## config.mk

```make
export PLATFORM = sky130hd
export DESIGN_NAME = cluster_pwr_seq
export DESIGN_NICKNAME = d
export VERILOG_FILES = /design/src/rtl/cluster_pwr_seq.sv
export SDC_FILE = /design/constraint.sdc
export NUM_CORES = 1
export LEC_CHECK = 0
export CORE_MARGIN = 8
export CORE_UTILIZATION = 40
export DETAILED_ROUTE_END_ITERATION = 8
export PLACE_DENSITY = 0.71
export SYNTH_ARGS = -nofsm -noshare
export SYNTH_HDL_FRONTEND = slang
export SYNTH_SLANG_ARGS = --single-unit
```

## constraint.sdc

```tcl
create_clock -name clk_i -period 3.2 [get_ports clk_i]
set_input_delay 0.64 -clock clk_i [delete_from_list [all_inputs] [get_ports clk_i]]
set_output_delay 0.64 -clock clk_i [all_outputs]
set_load 0.02 [all_outputs]
```

## src/rtl/cluster_pwr_seq.sv

```systemverilog
// rtl/cluster_pwr_seq.sv - cluster power/boot sequencer
//
// Steps the cluster through power-up, clock start, reset release, isolation
// release and run. On power-off it drains the cluster, then re-asserts reset
// and removes the clock and power. Commands arrive over a valid/ready
// handshake. Ready is high only in OFF and RUN.
//
// Ports:
//   clk_i, rst_i             clock, synchronous active-high reset
//   cmd_valid_i/cmd_ready_o  command handshake
//   cmd_on_i                 1 = power on, 0 = power off
//   cmd_boot_addr_i          boot address, latched on an accepted power-on
//   cluster_busy_i           cluster busy, observed only while draining
//   cluster_*_o              registered cluster control outputs
//   done_o                   one-cycle pulse on command completion
//   timeout_o                sticky drain-timeout flag
//   state_o                  current state encoding
module cluster_pwr_seq #(
    parameter int unsigned PWR_UP_CYCLES    = 16,
    parameter int unsigned RST_CYCLES       = 8,
    parameter int unsigned ISO_CYCLES       = 4,
    parameter int unsigned BUSY_IDLE_CYCLES = 4,
    parameter int unsigned DRAIN_TIMEOUT    = 1024,
    parameter int unsigned PWR_DN_CYCLES    = 16
) (
    input  logic        clk_i,
    input  logic        rst_i,
    input  logic        cmd_valid_i,
    output logic        cmd_ready_o,
    input  logic        cmd_on_i,
    input  logic [63:0] cmd_boot_addr_i,
    input  logic        cluster_busy_i,
    output logic        cluster_pow_o,
    output logic        cluster_byp_o,
    output logic        cluster_clk_en_o,
    output logic        cluster_rstn_o,
    output logic        cluster_fetch_enable_o,
    output logic [63:0] cluster_boot_addr_o,
    output logic        done_o,
    output logic        timeout_o,
    output logic [2:0]  state_o
);

    typedef enum logic [2:0] {
        ST_OFF        = 3'd0,
        ST_PWR_UP     = 3'd1,
        ST_CLK_EN     = 3'd2,
        ST_RST_REL    = 3'd3,
        ST_RUN        = 3'd4,
        ST_DRAIN      = 3'd5,
        ST_RST_ASSERT = 3'd6,
        ST_PWR_DN     = 3'd7
    } state_e;

    localparam int unsigned M0 = (PWR_UP_CYCLES > RST_CYCLES) ? PWR_UP_CYCLES : RST_CYCLES;
    localparam int unsigned M1 = (ISO_CYCLES > BUSY_IDLE_CYCLES) ? ISO_CYCLES : BUSY_IDLE_CYCLES;
    localparam int unsigned M2 = (DRAIN_TIMEOUT > PWR_DN_CYCLES) ? DRAIN_TIMEOUT : PWR_DN_CYCLES;
    localparam int unsigned M3 = (M0 > M1) ? M0 : M1;
    localparam int unsigned MAX_P = (M3 > M2) ? M3 : M2;
    localparam int W = $clog2(MAX_P + 1);

    localparam logic [W-1:0] PWR_UP_LD = W'(PWR_UP_CYCLES - 1);
    localparam logic [W-1:0] RST_LD    = W'(RST_CYCLES - 1);
    localparam logic [W-1:0] ISO_LD    = W'(ISO_CYCLES - 1);
    localparam logic [W-1:0] PWR_DN_LD = W'(PWR_DN_CYCLES - 1);
    localparam logic [W-1:0] IDLE_LAST = W'(BUSY_IDLE_CYCLES - 1);
    localparam logic [W-1:0] TMO_LAST  = W'(DRAIN_TIMEOUT - 1);

    state_e        state_q, state_d;
    logic [W-1:0]  cnt_q, cnt_d;
    logic [W-1:0]  idle_q, idle_d;
    logic [W-1:0]  tmo_q, tmo_d;
    logic [63:0]   boot_q, boot_d;
    logic          done_q, done_d;
    logic          timeout_q, timeout_d;
    // {pow, byp, clk_en, rstn, fetch_en}
    logic [4:0]    out_q, out_d;
    logic          accept;
    logic          cnt_zero;

    assign cmd_ready_o = (state_q == ST_OFF) || (state_q == ST_RUN);
    assign accept      = cmd_valid_i && cmd_ready_o;
    assign cnt_zero    = (cnt_q == '0);

    always_comb begin
        state_d   = state_q;
        cnt_d     = cnt_zero ? cnt_q : cnt_q - 1'b1;
        idle_d    = idle_q;
        tmo_d     = tmo_q;
        boot_d    = boot_q;
        done_d    = 1'b0;
        timeout_d = timeout_q;
        case (state_q)
            ST_OFF: begin
                if (accept) begin
                    if (cmd_on_i) begin
                        boot_d    = cmd_boot_addr_i;
                        timeout_d = 1'b0;
                        state_d   = ST_PWR_UP;
                        cnt_d     = PWR_UP_LD;
                    end else begin
                        done_d = 1'b1;
                    end
                end
            end
            ST_PWR_UP: if (cnt_zero) begin
                state_d = ST_CLK_EN;
                cnt_d   = RST_LD;
            end
            ST_CLK_EN: if (cnt_zero) begin
                state_d = ST_RST_REL;
                cnt_d   = ISO_LD;
            end
            ST_RST_REL: if (cnt_zero) begin
                state_d = ST_RUN;
                done_d  = 1'b1;
            end
            ST_RUN: begin
                if (accept) begin
                    if (cmd_on_i) begin
                        done_d = 1'b1;
                    end else begin
                        state_d = ST_DRAIN;
                        idle_d  = '0;
                        tmo_d   = '0;
                    end
                end
            end
            ST_DRAIN: begin
                idle_d = cluster_busy_i ? '0 : idle_q + 1'b1;
                tmo_d  = tmo_q + 1'b1;
                // Idle completion takes priority over a coincident timeout.
                if (!cluster_busy_i && (idle_q == IDLE_LAST)) begin
                    state_d = ST_RST_ASSERT;
                    cnt_d   = RST_LD;
                end else if (tmo_q == TMO_LAST) begin
                    state_d   = ST_RST_ASSERT;
                    cnt_d     = RST_LD;
                    timeout_d = 1'b1;
                end
            end
            ST_RST_ASSERT: if (cnt_zero) begin
                state_d = ST_PWR_DN;
                cnt_d   = PWR_DN_LD;
            end
            ST_PWR_DN: if (cnt_zero) begin
                state_d = ST_OFF;
                done_d  = 1'b1;
            end
            default: state_d = ST_OFF;
        endcase
    end

    // Outputs are decoded from the next state and registered, so they change
    // on the same edge as state_o.
    always_comb begin
        out_d = 5'b01000;
        case (state_d)
            ST_OFF:        out_d = 5'b01000;
            ST_PWR_UP:     out_d = 5'b11000;
            ST_CLK_EN:     out_d = 5'b11100;
            ST_RST_REL:    out_d = 5'b11110;
            ST_RUN:        out_d = 5'b10111;
            ST_DRAIN:      out_d = 5'b10110;
            ST_RST_ASSERT: out_d = 5'b11100;
            ST_PWR_DN:     out_d = 5'b11000;
            default:       out_d = 5'b01000;
        endcase
    end

    always_ff @(posedge clk_i) begin
        if (rst_i) begin
            state_q   <= ST_OFF;
            cnt_q     <= '0;
            idle_q    <= '0;
            tmo_q     <= '0;
            boot_q    <= '0;
            done_q    <= 1'b0;
            timeout_q <= 1'b0;
            out_q     <= 5'b01000;
        end else begin
            state_q   <= state_d;
            cnt_q     <= cnt_d;
            idle_q    <= idle_d;
            tmo_q     <= tmo_d;
            boot_q    <= boot_d;
            done_q    <= done_d;
            timeout_q <= timeout_d;
            out_q     <= out_d;
        end
    end

    assign cluster_pow_o          = out_q[4];
    assign cluster_byp_o          = out_q[3];
    assign cluster_clk_en_o       = out_q[2];
    assign cluster_rstn_o         = out_q[1];
    assign cluster_fetch_enable_o = out_q[0];
    assign cluster_boot_addr_o    = boot_q;
    assign done_o                 = done_q;
    assign timeout_o              = timeout_q;
    assign state_o                = state_q;

endmodule
```

**Word-level counts from Yosys, hierarchy flattened**

Memory sizes are Yosys's and may differ from the RTL's. A register that Yosys moved wholly into a read port is not among the register bits.
Index checks and enable logic that the tools add are counted.

- Register bits after elaboration: 102
- Bits in read-only memories: 40
- Input port bits: 69
- Output and inout port bits: 75
- Logic and storage cells: 75
- Memories kept: 1

- Add/sub/neg operators: 3
- Equality and inequality tests: 15
- Mux-type cells: 37
- Reductions and logical operators: 12

Memory list:

| name | depth | bits a word | read ports | clocked after Yosys merged registers in | write ports | RTL line | text |
|---|---|---|---|---|---|---|---|
| (no name shown) | 8 | 5 | 1 | 1 | 0 | 158 | `case (state_d)` |

Operator list:

| kind | count |
|---|---|
| two-way mux 11 bit | 11 |
| one-hot mux 11 bit (5 select lines) | 1 |
| one-hot mux 11 bit (2 select lines) | 2 |
| two-way mux 3 bit | 11 |
| one-hot mux 3 bit (8 select lines) | 1 |
| adder 11 x 1 -> 11 bit, second input constant | 2 |
| == test 3 bit, second input constant | 4 |
| != test 2 bit, second input constant | 6 |
| == test 11 x 10 -> 1 bit, second input constant | 1 |
| == test 11 x 2 -> 1 bit, second input constant | 1 |
| logical NOT 11 bit | 1 |
| subtractor 11 x 1 -> 11 bit, second input constant | 1 |
| two-way mux 1 bit | 9 |
| == test 3 x 2 -> 1 bit, second input constant | 2 |
| AND reduction 3 bit | 2 |
| AND reduction 5 bit | 1 |
| nonzero test 2 bit | 2 |
| == test 3 x 1 -> 1 bit, second input constant | 1 |
| logical NOT 3 bit | 1 |
| one-hot mux 1 bit (3 select lines) | 1 |
| logical AND 1 bit | 2 |
| one-hot mux 1 bit (2 select lines) | 1 |
| OR reduction 2 bit | 1 |
| logical NOT 1 bit | 1 |
| logical OR 1 bit | 1 |

**Logic depth before layout (Yosys ltp)**

Gate-level depths: netlist (run 1).

- Depth after elaboration: 5
- Depth in mapped cells: 11
- Mapped depth without buffers: 8

**Worst setup path after synthesis (run 1)**

OpenSTA, ideal clock, no wires.

- Path type: reg2reg
- From: register state_q[0], in the netlist state_o[0]
- To: register tmo_q[5]
- Setup time: 0.121 ns
- Arrival time: 2.438 ns
- Path slack: 0.640 ns
- Stages on the path, launching flop included: 11
- Period minus slack after synthesis: 2.560 ns
- Path through: dfxtp_1 > buf_4 > clkbuf_1 > nor2_1 > nand2_1 > inv_1 > ha_1 > or3_1 > or3_1 > xor2_1 > nor2_1

- Word-level cells in the longest chain between the ends: 5
- Elaborated cells between the ends (all ways): 10
- Classes of those cells: eq/ne (4); mux (1); reduce/logical (5)

Ends and longest elaborated chain:

| item | RTL line | text |
|---|---|---|
| start, declared | 69 | `state_e state_q, state_d;` |
| start signal, assigned | 182 | `state_q <= state_d;` |
| == test 3 bit or logical NOT 3 bit (tied branches) | 81 | `assign cmd_ready_o = (state_q == ST_OFF) \|\| (state_q == ST_RUN);` |
| logical OR 1 bit * | 81 |  |
| named net cmd_ready_o | 29 | `output logic cmd_ready_o,` |
| logical AND 1 bit * | 82 | `assign accept = cmd_valid_i && cmd_ready_o;` |
| != test 2 bit (no source line) * | - |  |
| AND reduction 3 bit (no source line) * | - |  |
| end signal, assigned | 185 | `tmo_q <= tmo_d;` |
| end, declared | 72 | `logic [W-1:0] tmo_q, tmo_d;` |

The timed path passes the listed nets; every way through them passes the cells marked *.
A chain may end at the register's enable or synchronous reset.

**Worst setup path after layout (run 1)**

- From: register state_q[1], in the netlist state_o[1]
- To: register idle_q[6]

- Word-level cells in the longest chain between the ends: 5
- Elaborated cells between the ends (all ways): 10
- Classes of those cells: eq/ne (4); mux (1); reduce/logical (5)

Ends and longest elaborated chain:

| item | RTL line | text |
|---|---|---|
| == test 3 bit or logical NOT 3 bit (tied branches) | 81, 93 |  |
| logical OR 1 bit | 81 |  |
| logical AND 1 bit | 82 |  |
| != test 2 bit (no source line) | - |  |
| AND reduction 3 bit (no source line) | - |  |
| end signal, assigned | 184 | `idle_q <= idle_d;` |
| end, declared | 71 | `logic [W-1:0] idle_q, idle_d;` |

Parallel ways exist; a longest one is shown, timed or not.

==> results.py, run 1 <==
metrics = {
    "clocking": {
        "cts_resized": 0,
        "post_cts_buffers": 0,
        "clock_sinks": 107,
        "cts-htree-levels": 3,
        "clk_path_buf_depth": 2,
        "cts_tree": "built",
        "cts-root-buf": "clkbuf_8",
        "clk_latency_ns": 0.37,
        "cts_buffers": 9,
        "clk_pin_slew_ns": 0.10,
        "cts_hold_buf": 0,
    },
    "grt": {
        "gr-usage-all-layers": 0.170,
        "grt-ovfl-total": 0,
        "antenna_found_initial": 0,
        "grt_max_degree": 66,
        "grt_pass1_wl_mm": 20.5,
        "grt_pass1_vias": 4056,
    },
    "timing": {
        "setup_tns_ns": 0,
        "max_freq_ghz": 0.386,
        "rsz0062_at_grt": "false",
        "post-route-min-period_ns": 2.59,
        "clock_skew_ns": 0.0110,
        "fin_crit_sh": 0.810,
        "drv_slew": 0,
        "final-hold-violation-count": 0,
        "slew_headroom": 0.557,
        "worst_pin_slew_ns": 0.665,
        "setup_viol": 0,
    },
    "synthesis": {
        "synthArstFlopShare": 0,
        "synth_top_family_by_area": "simple AND/OR/NAND/NOR gates",
        "syn_area_per_cell_um2": 7.98,
        "synth_seq_area_share": 0.478,
        "synth_cell_types": 55,
        "syn_area_mm2": 0.00448,
        "synth_xor_area_frac": 0.0254,
        "ys_seq_elements": 107,
        "synth_compound_area_frac": 0.163,
        "synthMuxAreaShare": 0.00447,
        "synth-main-ff-cell": "dfxtp_1",
        "synth_edf_count": 0,
        "syn_inst": 561,
        "syn-num-nets": 635,
        "synth-simple-area-share": 0.274,
        "synthAdderAreaFrac": 0.0140,
        "yosys_warnings": 0,
    },
    "setup_path": {
        "reg2reg_to": "idle_q[6]",
        "cp_max_fo": 14,
        "r2r_start": "state_o[1]",
        "rrSetupSlack_ns": 0.61,
        "crit_arrival_ns": 2.89,
        "r2r_cells": 7,
        "end_kind": "flip-flop",
        "critical_path_class": "flip-flop to flip-flop",
        "startpoint_type": "flip-flop",
        "required_ns": 3.50,
    },
    "worst_hold_path": {
        "worstHoldStart": "cluster_boot_addr_o[39]",
        "min_to": "cluster_boot_addr_o[39]",
        "whs_path_depth": 2,
        "worstHoldPathType": "flip-flop to flip-flop",
    },
    "finish": {
        "final_nets": 763,
        "area_growth_pct": 38.2,
        "drive_above_1_share": 0.0548,
        "final_cells": 834,
        "antenna_cells": 0,
    },
    "placed_design": {
        "gp_congestion": 0.862,
        "io_buffer_count": 143,
        "dp_cells": 818,
        "hpwl_mm": 9.19,
    },
    "floorplan": {
        "rows": 38,
        "fp.dieH_um": 122,
        "start_util": 0.411,
        "fp.dieW_um": 122,
        "die_area_mm2": 0.0148,
        "ios": 144,
        "coreArea_mm2": 0.0109,
    },
    "route": {
        "ant_nets": 0,
        "drt_iter0_drc": 228,
        "wl_per_cell_um": 15.0,
        "drc_errors": 0,
        "via_count": 4258,
        "wirelength_mm": 12.5,
        "drtPass1Iterations": 5,
        "vias_per_cell": 5.11,
    },
    "power": {
        "pwr-share-seq": 0.426,
        "swShare": 0.359,
        "internal_power_w": 0.00242,
        "p_per_area_mw_per_mm2": 609,
        "vdd_drop_max_mv": 0.309,
        "p_clk_frac": 0.207,
        "p_comb_frac": 0.368,
        "p_switching_w": 0.00135,
        "power_leakage_nw": 2.20,
    },
    "run_status": {
        "status": "finished clean",
    },
    "job": {
        "maxCapViolations": 0,
    },
}
[per-layer routing]
metal  GRT usage  wire length (um)
met4      0.0709               183
met1       0.197              5100
met3      0.0606               983
met5           0                 0
met2       0.280              6250
[per-stage QoR]
stage	setup slack [ns]	cell area, um^2	util	hold slack [ns]	power (W)
5_1_grt	0.435	6190	0.568	0.472	0.00402
3_3_place_gp	0.531	6010	0.552	0.441	0.00299
4_1_cts	0.647	6190	0.568	0.459	0.00380
6_report	0.609	6190	0.568	0.456	0.00377
2_1_floorplan	0.640	4480	-	0.446	0.00255
3_5_place_dp	0.502	6010	0.552	0.446	0.00303
[critical path, cell delays in order (launching register included)]
cell and delay [ns]:
dfxtp_1 0.64, nor2_1 0.20, nand2_1 0.17, inv_1 0.06, ha_1 0.22, or3_1 0.52, or4_1 0.54, a21oi_1 0.16
[cells in the final DEF, fill, tap and decap left out, drive strengths merged, types with 3 or more instances in the layout]
cell / netlist / final
nor2: 47 / 47
clkinvlp: 0 / 3
nor3b: 4 / 4
inv: 8 / 8
clkdlybuf4s50: 0 / 142
nor4: 4 / 4
a31oi: 6 / 6
or3: 6 / 6
nand3b: 3 / 3
nand3: 12 / 12
nor3: 13 / 13
o21ai: 14 / 14
xnor2: 3 / 3
buf: 12 / 9
xor2: 10 / 10
a22oi: 4 / 4
nand4: 8 / 8
ha: 5 / 5
clkbuf: 22 / 13
or4: 3 / 3
dfxtp: 107 / 107
nand2: 148 / 148
a21oi: 85 / 85
o31ai: 3 / 3
and2: 3 / 3
and3: 3 / 3
nand2b: 4 / 4
nor2b: 5 / 5
[synth_stat cells (7+ instances only)]
master / count / share of area
dfxtp_1: 107 / 0.48
nand3_1: 12 / 0.013
nand2_1: 148 / 0.12
a21oi_1: 85 / 0.095
nor2_1: 46 / 0.039
o21ai_0: 13 / 0.015
xor2_1: 10 / 0.020
nor3_1: 13 / 0.015
clkbuf_1: 22 / 0.018
nand4_1: 8 / 0.011
buf_2: 10 / 0.011
inv_1: 7 / 0.0059
[registers in the layout (all words and copies together) (netlist names)]
signal,count
out_q,5
tmo_q,11
done_o,1
cnt_q,11
state_o,3
timeout_o,1
idle_q,11
cluster_boot_addr_o,64
[cell type report]
class / instances / area [um^2]
fill: 994 / 4700
multi-input combinational: 412 / 2160
sequential: 107 / 2140
timing repair buffer: 151 / 1500
tap: 140 / 175
clock buffer: 13 / 159
inverter: 8 / 30.0
clock inverter: 3 / 22.5
[kinds of logic (layout without fill, tap and decap cells)]
kind of cell | Yosys count | count (layout)
multiplexers | 2 | 2
XOR/XNOR | 13 | 13
AND/OR/NAND/NOR | 267 | 267
adder cells (fa/ha/maj) | 5 | 5
flip-flops | 107 | 107
buffers and inverters | 42 | 175
AO/OA/AOI/OAI | 125 | 125
[how the worst max path moves through the flow]
| stage | end | startpoint | slack (ns) |
|---|---|---|---|
| after floorplan | tmo_q[5] | state_o[0] | 0.64 |
| after global placement | idle_q[6] | cmd_on_i | 0.53 |
| after detailed placement | idle_q[6] | cmd_on_i | 0.50 |
| after CTS | idle_q[6] | state_o[1] | 0.65 |
| after global routing | tmo_q[3] | state_o[1] | 0.43 |
| final | idle_q[6] | state_o[1] | 0.61 |
[power by group through the flow]
stage	registers (W)	logic, W	clock network (W)
final	0.00161	0.00139	0.000779
after global routing	0.00163	0.00153	0.000868
after CTS	0.00160	0.00140	0.000800
after detailed placement	0.00163	0.00140	0
after global placement	0.00163	0.00137	0
after floorplan	0.00174	0.000809	0
(Power assumes the default switching activity.)
==> run 2: changes to the inputs <==
--- a/config.mk
+++ b/config.mk
@@ -8,7 +8,7 @@
 export CORE_MARGIN = 8
 export CORE_UTILIZATION = 40
 export DETAILED_ROUTE_END_ITERATION = 8
-export PLACE_DENSITY = 0.71
+export PLACE_DENSITY = 0.74
 export SYNTH_ARGS = -nofsm -noshare
 export SYNTH_HDL_FRONTEND = slang
 export SYNTH_SLANG_ARGS = --single-unit
==> constraint.sdc (replaced) <==
create_clock -name clk_i -period 2.1 [get_ports clk_i]
set_input_delay 0.42 -clock clk_i [delete_from_list [all_inputs] [get_ports clk_i]]
set_output_delay 0.42 -clock clk_i [all_outputs]
set_load 0.02 [all_outputs]
==> run 2 against run 1 <==
  * Global-route usage is 0.32 points higher
  * Design area is 2.7% higher
  * Count of clock-buffer cells in the layout is 4 lower
  * Power is 57% higher
  * Non-clock buffer count is 17 higher
==> results.py, run 2 (synthesized netlist as in run 1, its figures left out) <==
metrics = {
    "timing": {
        "slew_headroom": 0.546,
        "max_freq_ghz": 0.491,
        "worst_pin_slew_ns": 0.676,
        "fin_crit_sh": 0.970,
        "final-hold-violation-count": 0,
        "clock_skew_ns": 0.0144,
        "whs_ns": 0.457,
        "setup_viol": 0,
        "drv_slew": 0,
        "post-route-min-period_ns": 2.04,
        "rsz0062_at_grt": "false",
    },
    "power": {
        "power_leakage_nw": 2.30,
        "p_per_area_mw_per_mm2": 930,
        "vdd_drop_max_mv": 0.474,
    },
    "setup_path": {
        "cp_max_fo": 19,
        "required_ns": 1.68,
        "critical_path_class": "flip-flop to output port",
        "critPathSlowestCell": "clkdlybuf4s50_1",
        "worst-path-stages": 2,
        "cp_num_buf_inv": 2,
        "r2r_start": "state_o[1]",
        "endpoint": "state_o[0]",
        "cpPeakStageDelay_ns": 0.65,
        "rrSetupSlack_ns": 0.20,
        "cpLargestDelayFamily": "buffers and inverters",
        "startpoint": "state_o[0]",
        "path_cells": "buf_4 -> clkdlybuf4s50_1",
        "crit_arrival_ns": 1.62,
        "r2r_cells": 7,
        "startpoint_type": "flip-flop",
        "end_kind": "output port",
        "reg2reg_to": "idle_q[6]",
    },
    "clocking": {
        "clk_path_buf_depth": 2,
        "post_cts_buffers": 0,
        "cts-root-buf": "clkbuf_8",
        "clk_latency_ns": 0.38,
        "cts_resized": 0,
        "clock_sinks": 107,
        "cts_buffers": 9,
        "cts-htree-levels": 3,
        "cts_hold_buf": 0,
        "cts_tree": "built",
        "clk_pin_slew_ns": 0.10,
    },
    "grt": {
        "grt_pass1_wl_mm": 20.8,
        "grt-ovfl-total": 0,
        "grt_pass1_vias": 4251,
        "grt_max_degree": 92,
        "antenna_found_initial": 0,
        "gr-usage-all-layers": 0.173,
    },
    "floorplan": {
        "fp.dieH_um": 122,
        "die_area_mm2": 0.0148,
        "rows": 38,
        "ios": 144,
        "start_util": 0.411,
        "fp.dieW_um": 122,
        "coreArea_mm2": 0.0109,
    },
    "route": {
        "wl_per_cell_um": 15.5,
        "ant_nets": 0,
        "drc_errors": 0,
        "wirelength_mm": 13.1,
        "vias_per_cell": 5.09,
        "via_count": 4328,
        "drt_iter0_drc": 264,
        "drtPass1Iterations": 4,
    },
    "finish": {
        "regArea_mm2": 0.00215,
        "fill_cells": 977,
        "area_growth_pct": 41.9,
        "layout_common_cells": "nand2_1, clkdlybuf4s50_1, dfxtp_1",
        "multi_input_area_mm2": 0.00218,
        "largest_reg_flops": 64,
        "layout_commonest_cell": "nand2_1",
        "fin_util": 0.584,
        "antenna_cells": 0,
        "drive_above_1_share": 0.0873,
        "final_nets": 780,
    },
    "placed_design": {
        "hpwl_mm": 9.65,
        "gp_congestion": 0.821,
        "io_buffer_count": 143,
    },
    "run_status": {
        "status": "finished clean",
    },
    "job": {
        "maxCapViolations": 0,
    },
    "worst_hold_path": {
        "worstHoldStart": "cluster_boot_addr_o[9]",
        "worstHoldPathType": "flip-flop to flip-flop",
    },
}
==> run 2: metal layers <==
layer | vias up | global-route usage | share of wire
met5 | - | 0 | 0
met4 | 0 | 0.0864 | 0.029
met3 | 22 | 0.0491 | 0.062
met2 | 103 | 0.305 | 0.53
met1 | 2016 | 0.187 | 0.38
li1 | 2187 | - | -
==> run 2: worst min path at each step <==
stage / to / cells past startpoint
floorplan: cnt_q[10] / 2
global placement: cluster_boot_addr_o[2] / 2
detailed placement: cluster_boot_addr_o[2] / 2
CTS: cnt_q[1] / 3
global route: cluster_boot_addr_o[30] / 2
finish: cluster_boot_addr_o[9] / 2
==> run 2: tightest hold or removal path: stages, from the launching register on <==
cell and delay [ns]:
dfxtp_1 0.32, nand2_1 0.05, a21oi_1 0.05
==> run 2: stage by stage <==
step           area, um^2  TNS [ns]  cells  setup WS, ns  total power (W)
2_1_floorplan        4530         0    561       0.00416          0.00393
3_3_place_gp         6180     -1.52    835        -0.120          0.00472
3_5_place_dp         6180     -2.68    835        -0.108          0.00478
4_1_cts              6350         0    850        0.0387          0.00596
5_1_grt              6350         0    850        0.0132          0.00627
6_report             6350         0    850        0.0620          0.00591
==> run 2: final cells by class <==
| cell class | count | area share |
|---|---|---|
| clock buffer | 9 | 0.0195 |
| timing repair buffer | 168 | 0.260 |
| clock inverter | 6 | 0.00768 |
| sequential | 107 | 0.338 |
| inverter | 8 | 0.00473 |
| multi-input combinational | 412 | 0.342 |
| tap | 140 | 0.0276 |
==> run 2: report_power, final <==
part | internal, W | switching (W) | total [W]
Combinational | 0.00104 | 0.00124 | 0.00228
Sequential | 0.00227 | 0.000184 | 0.00246
Clock | 0.000439 | 0.000731 | 0.00117
==> run 3: changes to the inputs <==
--- a/config.mk
+++ b/config.mk
@@ -9,6 +9,7 @@
 export CORE_UTILIZATION = 40
 export DETAILED_ROUTE_END_ITERATION = 8
 export PLACE_DENSITY = 0.74
+export SETUP_SLACK_MARGIN = 0.1
 export SYNTH_ARGS = -nofsm -noshare
 export SYNTH_HDL_FRONTEND = slang
 export SYNTH_SLANG_ARGS = --single-unit
==> run 3 against run 2 <==
  * Core utilization rose by 0.66 points
  * Global-route usage about the same
  * Critical path depth is 5 higher
  * Sequential cell count unchanged
  * Non-clock buffer count is 1 higher
  * Wire length is 0.51% lower
  * Final cell count grew 0.24%
  * Sequential share of layout area down 0.38 points
  * Hold slack lost 0.078 ns
  * Critical endpoint is now cnt_q[0]
  * Highest routed layer unchanged
  * Via count grew 0.60%
==> results.py, run 3 (synthesized netlist as in run 1, its figures left out) <==
metrics = {
    "clocking": {
        "cts_buffers": 9,
        "cts_hold_buf": 0,
        "clk_pin_slew_ns": 0.11,
        "clock_sinks": 107,
        "cts-root-buf": "clkbuf_8",
        "clk_path_buf_depth": 2,
        "cts_tree": "built",
        "clk_latency_ns": 0.39,
        "cts-htree-levels": 3,
    },
    "finish": {
        "area_growth_pct": 43.5,
        "regArea_mm2": 0.00215,
        "largest_reg_flops": 64,
        "final_cells": 852,
        "multi_input_area_mm2": 0.00220,
        "fill_cells": 951,
        "antenna_cells": 0,
        "layout_commonest_cell": "nand2_1",
        "drive_above_1_share": 0.0955,
        "final_nets": 781,
        "layout_common_cells": "nand2_1, clkdlybuf4s50_1, dfxtp_1",
    },
    "job": {
        "maxCapViolations": 0,
    },
    "route": {
        "vias_per_cell": 5.11,
        "drt_iter0_drc": 268,
        "wl_per_cell_um": 15.4,
        "ant_nets": 0,
        "via_count": 4354,
        "drc_errors": 0,
        "wirelength_mm": 13.1,
        "drtPass1Iterations": 4,
    },
    "floorplan": {
        "fp.dieW_um": 122,
        "ios": 144,
        "start_util": 0.411,
        "rows": 38,
        "coreArea_mm2": 0.0109,
        "die_area_mm2": 0.0148,
        "fp.dieH_um": 122,
    },
    "setup_path": {
        "r2r_cells": 7,
        "required_ns": 2.38,
        "startpoint": "cnt_q[1]",
        "crit_arrival_ns": 2.17,
        "critical_path_class": "flip-flop to flip-flop",
        "cp_max_fo": 12,
        "startpoint_type": "flip-flop",
        "end_kind": "flip-flop",
        "r2r_start": "cnt_q[1]",
    },
    "timing": {
        "slew_headroom": 0.562,
        "drv_slew": 0,
        "post-route-min-period_ns": 1.90,
        "max_freq_ghz": 0.527,
        "worst_pin_slew_ns": 0.652,
        "setup_viol": 0,
        "whs_ns": 0.380,
        "final-hold-violation-count": 0,
        "fin_crit_sh": 0.903,
        "final.setup.worst_slack_ns": 0.203,
        "clock_skew_ns": 0.0128,
        "rsz0062_at_grt": "false",
    },
    "placed_design": {
        "dp_cells": 834,
        "dp_slack_ns": -0.0776,
        "io_buffer_count": 143,
        "gp_congestion": 0.861,
        "hpwl_mm": 9.87,
    },
    "grt": {
        "grt_max_degree": 62,
        "grt_pass1_wl_mm": 20.7,
        "grt_pass1_vias": 4230,
        "grt-ovfl-total": 0,
        "gr-usage-all-layers": 0.174,
        "antenna_found_initial": 0,
    },
    "run_status": {
        "status": "finished clean",
    },
    "worst_hold_path": {
        "whs_path_depth": 2,
        "worstHoldStart": "rst_i",
        "worstHoldPathType": "input port to flip-flop",
    },
    "power": {
        "vdd_drop_max_mv": 0.855,
        "power_leakage_nw": 2.34,
        "power_w": 0.00609,
        "p_per_area_mw_per_mm2": 948,
    },
}
[run 3: cell type report]
cell class	count	share of cell area
clock buffer	9	0.0193
tap	140	0.0273
timing repair buffer	169	0.258
multi-input combinational	412	0.343
inverter	8	0.00506
sequential	107	0.334
clock inverter	7	0.0129
[run 3: final timing paths]
check | end | slack, ns
max | cnt_q[0] | 0.20
min | state_o[2] | 0.38
max reg2reg | cnt_q[0] | 0.20
min reg2reg | cluster_boot_addr_o[61] | 0.46
[run 3: power breakdown]
group	leakage, nW	total (W)	switching [W]	internal (W)
Sequential	0.872	0.00245	0.000182	0.00227
Clock	0.0984	0.00133	0.000759	0.000570
Combinational	1.37	0.00231	0.00125	0.00106
Total	2.34	0.00609	0.00219	0.00390
[run 3: repair_timing]
action / 4_1_cts / 5_1_grt
gates resized for setup: 4 / 4
endpoints found under the hold margin: 0 / 0
buffers inserted: 0 / 2
pin swaps: 0 / 2
endpoints found under the setup margin: 5 / 7
[run 3: per-layer routing]
layer,vias to the layer above,GRT usage,wire [um]
li1,2191,-,-
met1,2019,0.190,5130
met2,123,0.294,6690
met3,21,0.0689,882
met4,0,0.0740,380
met5,-,0,0
[run 3: worst max-delay path: stages, from the launching register on]
cell     delay (ns)
dfxtp_1        0.34
inv_1          0.06
ha_2           0.19
nor4b_4        0.26
and3_4         0.27
inv_4          0.09
ha_1           0.28
o31a_1         0.30
[run 3: per-stage QoR]
step,setup TNS (ns),utilization,instance area (um^2)
4_1_cts,0,0.588,6400
3_3_place_gp,-0.0911,0.569,6190
3_5_place_dp,-0.211,0.569,6190
6_report,0,0.590,6420
2_1_floorplan,0,-,4550
5_1_grt,0,0.590,6420
